File: config.mk
export PLATFORM = sky130hd
export DESIGN_NAME = pipe_stage_fifo
export DESIGN_NICKNAME = d
export VERILOG_FILES = /design/src/rtl/pipe_stage_fifo.sv
export SDC_FILE = /design/constraint.sdc
export NUM_CORES = 1
export LEC_CHECK = 0
export ABC_CLOCK_PERIOD_IN_PS = 1800
export BUFFER_PORTS_ARGS = -buffer_cell sky130_fd_sc_hd__buf_2
export CAP_MARGIN = 20
export CORE_AREA = 4 4 130 132
export DETAILED_ROUTE_END_ITERATION = 10
export DIE_AREA = 0 0 134 136
export PLACE_DENSITY = 0.85
export SYNTH_ARGS = -nofsm -noshare
export SYNTH_HDL_FRONTEND = slang
export SYNTH_SLANG_ARGS = --single-unit
export TNS_END_PERCENT = 100
File: constraint.sdc
create_clock -name aclk -period 1.8 [get_ports aclk]
set_clock_uncertainty 0.15 [all_clocks]
set_input_delay 0.36 -clock aclk [delete_from_list [all_inputs] [get_ports aclk]]
set_output_delay 0.36 -clock aclk [all_outputs]
set_load 0.01 [all_outputs]
File: src/rtl/pipe_stage_fifo.sv
// pipe_stage_fifo: DEPTH-entry CPU pipeline stage with valid/allow handshake, flush and
// exception squash. Define PIPE_STAGE_PERF_EN to add the stall_cnt/full_cnt counters.
module pipe_stage_fifo #(
   parameter int unsigned       DATA_W    = 64,
   parameter int unsigned       MSG_W     = 16,
   parameter int unsigned       DEPTH     = 2,
   parameter logic [DATA_W-1:0] RESET_VAL = '0,
   parameter bit                HOLD_LAST = 1'b0
) (
   input  logic                         aclk,
   input  logic                         aresetn,
   input  logic                         valid_in,
   input  logic [DATA_W-1:0]            data_in,
   input  logic [MSG_W-1:0]             msg_in,
   input  logic                         exc_in,
   output logic                         allow_out,
   input  logic                         ready_go,
   input  logic                         allow_in,
   input  logic                         flush,
   input  logic [DATA_W-1:0]            nop_data,
   output logic                         valid_out,
   output logic [DATA_W-1:0]            data_out,
   output logic [MSG_W-1:0]             msg_out,
   output logic                         exc_out,
   output logic [$clog2(DEPTH+1)-1:0]   count
`ifdef PIPE_STAGE_PERF_EN
   ,
   output logic [31:0]                  stall_cnt,
   output logic [31:0]                  full_cnt
`endif
);

   localparam int unsigned      CNT_W    = $clog2(DEPTH + 1);
   localparam int unsigned      PTR_W    = $clog2(DEPTH);
   localparam logic [CNT_W-1:0] CNT_FULL = CNT_W'(DEPTH);
   localparam logic [PTR_W-1:0] PTR_LAST = PTR_W'(DEPTH - 1);

   logic [DATA_W-1:0] data_q [DEPTH];
   logic [DATA_W-1:0] data_d [DEPTH];
   logic [MSG_W-1:0]  msg_q  [DEPTH];
   logic [MSG_W-1:0]  msg_d  [DEPTH];
   logic [DEPTH-1:0]  exc_q, exc_d;
   logic [PTR_W-1:0]  wptr_q, wptr_d, rptr_q, rptr_d;
   logic [CNT_W-1:0]  count_q, count_d;
   logic [DATA_W-1:0] last_q, last_d;
   logic              not_empty, push, pop;

   // Wrap explicitly so non-power-of-two depths never index past the last entry.
   function automatic logic [PTR_W-1:0] ptr_inc(input logic [PTR_W-1:0] p);
      return (p == PTR_LAST) ? '0 : p + PTR_W'(1);
   endfunction

   // Handshake: allow_out comes from registered occupancy only, breaking the allow chain.
   assign not_empty = (count_q != '0);
   assign allow_out = (count_q != CNT_FULL);
   assign valid_out = not_empty && ready_go;
   assign push      = valid_in && allow_out;
   assign pop       = valid_out && allow_in;
   assign count     = count_q;

   always_comb begin : out_mux
      msg_out  = '0;
      exc_out  = 1'b0;
      data_out = HOLD_LAST ? last_q : nop_data;
      if (not_empty) begin
         data_out = data_q[rptr_q];
         msg_out  = msg_q[rptr_q];
         exc_out  = exc_q[rptr_q];
      end
   end

   always_comb begin : next_state
      data_d  = data_q;
      msg_d   = msg_q;
      exc_d   = exc_q;
      wptr_d  = wptr_q;
      rptr_d  = rptr_q;
      count_d = count_q;
      last_d  = last_q;
      if (flush) begin
         wptr_d  = '0;
         rptr_d  = '0;
         count_d = '0;
         exc_d   = '0;
      end else begin
         if (push) begin
            data_d[wptr_q] = exc_in ? RESET_VAL : data_in;
            msg_d[wptr_q]  = msg_in;
            exc_d[wptr_q]  = exc_in;
            wptr_d         = ptr_inc(wptr_q);
         end
         if (pop) begin
            last_d = data_q[rptr_q];
            rptr_d = ptr_inc(rptr_q);
         end
         case ({push, pop})
            2'b10:   count_d = count_q + CNT_W'(1);
            2'b01:   count_d = count_q - CNT_W'(1);
            default: count_d = count_q;
         endcase
      end
   end

   always_ff @(posedge aclk) begin : state_reg
      if (!aresetn) begin
         data_q  <= '{default: RESET_VAL};
         msg_q   <= '{default: '0};
         exc_q   <= '0;
         wptr_q  <= '0;
         rptr_q  <= '0;
         count_q <= '0;
         last_q  <= RESET_VAL;
      end else begin
         data_q  <= data_d;
         msg_q   <= msg_d;
         exc_q   <= exc_d;
         wptr_q  <= wptr_d;
         rptr_q  <= rptr_d;
         count_q <= count_d;
         last_q  <= last_d;
      end
   end

`ifdef PIPE_STAGE_PERF_EN
   logic [31:0] stall_cnt_q, stall_cnt_d, full_cnt_q, full_cnt_d;

   // Saturating event counters, cleared by flush.
   always_comb begin : perf_next
      stall_cnt_d = stall_cnt_q;
      full_cnt_d  = full_cnt_q;
      if (flush) begin
         stall_cnt_d = '0;
         full_cnt_d  = '0;
      end else begin
         if (valid_out && !allow_in && (stall_cnt_q != '1))
            stall_cnt_d = stall_cnt_q + 32'd1;
         if ((count_q == CNT_FULL) && valid_in && (full_cnt_q != '1))
            full_cnt_d = full_cnt_q + 32'd1;
      end
   end

   always_ff @(posedge aclk) begin : perf_reg
      if (!aresetn) begin
         stall_cnt_q <= '0;
         full_cnt_q  <= '0;
      end else begin
         stall_cnt_q <= stall_cnt_d;
         full_cnt_q  <= full_cnt_d;
      end
   end

   assign stall_cnt = stall_cnt_q;
   assign full_cnt  = full_cnt_q;
`endif

endmodule

==> out/results.tsv <==
metric	value	unit
endpoint	data_out[8]	
synthAdderAreaFrac	0.00152	
vias_per_cell	5.71	
power.total	9.42	mW
synth-compound-area-share	0.0429	
antenna_found_initial	2	
numCtsBuffers	17	
max_freq	456	MHz
syn_nets	1050	
cts_tree	done	
drive_gt1_frac	0.393	
grt_pass1_vias	7448	
crit_chain	nor2_4 -> buf_12 -> buf_16 -> nand2_1 -> o21ai_1 -> buf_2	
port_buffers	235	
cts_sinks	166	
reg2reg_from	count[1]	
crit_path_start	count[1]	
critPathMaxFanout	8	
cellLeakagePower	5.27	nW
p_per_area	778	nW/um2
violations	setup timing	
syn_avg_cell_area	9.17	um2
clkLatencyLatePin	0.43	ns
reg2reg_to	data_q[126]	
netlist_area	8230	um2
busiest_layer	met2	
timing.final.ws_setup	-0.393	ns
cp_slowest_cell	dfxtp_4	
grt_use_met3	0.0622	
yosysWarnings	0	
worst_pin_slew	0.498	ns
status	finished, violations left	
synthMuxAreaShare	0.295	
place.gp.congestion	0.820	
vias	7922	
crit_family	buffers and inverters	
grtUsageMet2	0.462	
maxSlewViolCount	0	
grt_max_degree	70	
grt_setup_unrepaired	true	
dp_hpwl	13.8	mm
setup.worst_path.class	reg2out	
peakVddDrop	0.000636	V
cp.depth	6	
ys_ff_latch	166	
nets	1308	
min_period	2.19	ns
final_hold_viol_count	0	
core	15700	um2
slew_headroom	0.668	
worstSetupEndpointType	output port	
layout_common_cells	227 x buf_2, 215 x nand2_1, 199 x mux2i_1	
grt_pass1_wl	37.9	mm
synth_simple_gate_area_frac	0.189	
num_rows	46	
htreeDepth	4	
overflow	0	
die_y	136	um
r2r_setup_slack	-0.26	ns
die_width	134	um
dieArea	18200	um2
reg2regPathDepth	7	
post_drt_wl_per_cell	21.4	um
ant_nets	0	
cp_slowest_stage_delay	0.36	ns
synth_xor_area_frac	0.00319	
start_kind	flop	
ys_seq_area_frac	0.404	
initial_utilization	0.524	
clock-root-buffer	clkbuf_16	
cts.reportedPaths.clkPinSlew	0.07	ns
setup-violations-final	244	
area_growth	47.2	%
track_usage	0.262	
drc	0	
required	1.29	ns
max_cap_violations	0	
firstDrtPassIters	7	
met1_usage	0.304	
hold_class	in2reg	
hold_start	msg_in[13]	
final_util	0.771	
io-pin-count	236	
finalWirelength	29.7	mm
fillers	946	
worst-path-buf-inv	3	
fin_crit_sh	1.22	
synth_top_family_by_area	multiplexers	
drtIter0Drc	677	
final_common_cell	buf_2	
cts_buffer_depth	2	
arrival	1.68	ns
synth_cell_types	29	
synth_cells	898	
[Yosys cell counts]
| library cell | number | share of area |
|---|---|---|
| buf_4 | 1 | 0.00091 |
| inv_2 | 1 | 0.00046 |
| a21oi_1 | 1 | 0.00061 |
| a21boi_0 | 1 | 0.00091 |
| nand2_1 | 244 | 0.11 |
| nor4b_4 | 1 | 0.0029 |
| o21a_1 | 1 | 0.00091 |
| ha_1 | 1 | 0.0015 |
| nor2b_1 | 2 | 0.0015 |
| o21ai_0 | 65 | 0.040 |
| xnor2_1 | 1 | 0.0011 |
| inv_1 | 1 | 0.00046 |
| buf_12 | 9 | 0.022 |
| xor2_1 | 2 | 0.0021 |
| nor2b_4 | 1 | 0.0017 |
| buf_6 | 8 | 0.011 |
| dfxtp_1 | 166 | 0.40 |
| nand4b_1 | 1 | 0.0011 |
| mux2i_1 | 243 | 0.30 |
| or3_1 | 1 | 0.00076 |
| nand2b_1 | 1 | 0.00076 |
| nand3_1 | 1 | 0.00061 |
| nor2_1 | 20 | 0.0091 |
| nor3b_1 | 1 | 0.00091 |
| clkbuf_1 | 39 | 0.018 |
| o211ai_1 | 1 | 0.00091 |
| nand3b_1 | 64 | 0.058 |
| buf_2 | 18 | 0.011 |
| buf_1 | 2 | 0.00091 |
[worst register-to-register path, stage by stage, from the launching register on]
cell	delay, ns
dfxtp_4	0.36
buf_4	0.13
buf_6	0.12
nor2b_4	0.15
nor4b_4	0.42
buf_6	0.25
clkbuf_16	0.20
mux2i_1	0.20
[metrics by stage]
step | setup WS [ns] | hold WS (ns) | TNS (ns) | area (um2) | std cells
5_1_grt | -0.451 | 0.0613 | -59.12 | 12100 | 1387
2_1_floorplan | 0.0465 | 0.284 | 0 | 8230 | 898
4_1_cts | -0.317 | 0.0435 | -22.32 | 11000 | 1360
3_5_place_dp | 0.00201 | 0.298 | 0 | 9630 | 1301
6_report | -0.393 | 0.0773 | -49.73 | 12100 | 1387
3_3_place_gp | 0.0679 | 0.291 | 0 | 9630 | 1301
[where the power goes]
group | switching (mW) | leakage [nW] | internal, mW | total [mW]
logic | 0.841 | 3.61 | 0.787 | 1.63
clock network | 1.53 | 0.317 | 2.44 | 3.97
registers | 0.0653 | 1.35 | 3.75 | 3.82
total | 2.44 | 5.27 | 6.98 | 9.42
[what timing repair did]
item                       in CTS  in global routing
buffers inserted               15                  8
pin swaps                       3                 30
setup endpoints to repair      93                148
hold buffers                    0                  0
gates cloned                   13                 18
resized for setup             107                154
[state kept, by name (all words and copies together), names as in the netlist]
signal and count:
data_q 128, msg_q 32, count 2, exc_q 2
rptr_q 1, wptr_q 1
[how the worst min path moves through the flow]
stage / to / slack, ns / cells past startpoint
final: msg_q[13] / 0.08 / 3
after global routing: msg_q[13] / 0.06 / 3
after CTS: msg_q[28] / 0.04 / 3
after detailed placement: msg_q[23] / 0.30 / 2
after global placement: data_q[114] / 0.29 / 2
after floorplan: data_q[100] / 0.28 / 2
[cells by family after synthesis]
family	after synthesis
DFF	166
muxes	243
and+or+nand+nor	337
AOI/OAI and AO/OA	69
xor gates and xnor gates	3
adders and majority gates	1
buffers and inverters	79
[layer usage]
metal / vias to the layer above / wire length [um] / part of all wire
met5: - / 0 / 0
met4: 0 / 1490 / 0.050
met3: 121 / 2190 / 0.074
met2: 455 / 14800 / 0.50
met1: 3742 / 11200 / 0.38
li1: 3604 / - / -
[final cells by class]
class,count,area (um2),share of cell area
multi-input combinational,653,5010,0.414
sequential,166,3330,0.275
timing repair buffer,316,2840,0.235
clock buffer,21,470,0.0388
tap,216,270,0.0223
clock inverter,11,170,0.0140
inverter,2,7.51,0.000620
antenna,2,5.00,0.000413
Power figures use the tool's default switching activity.
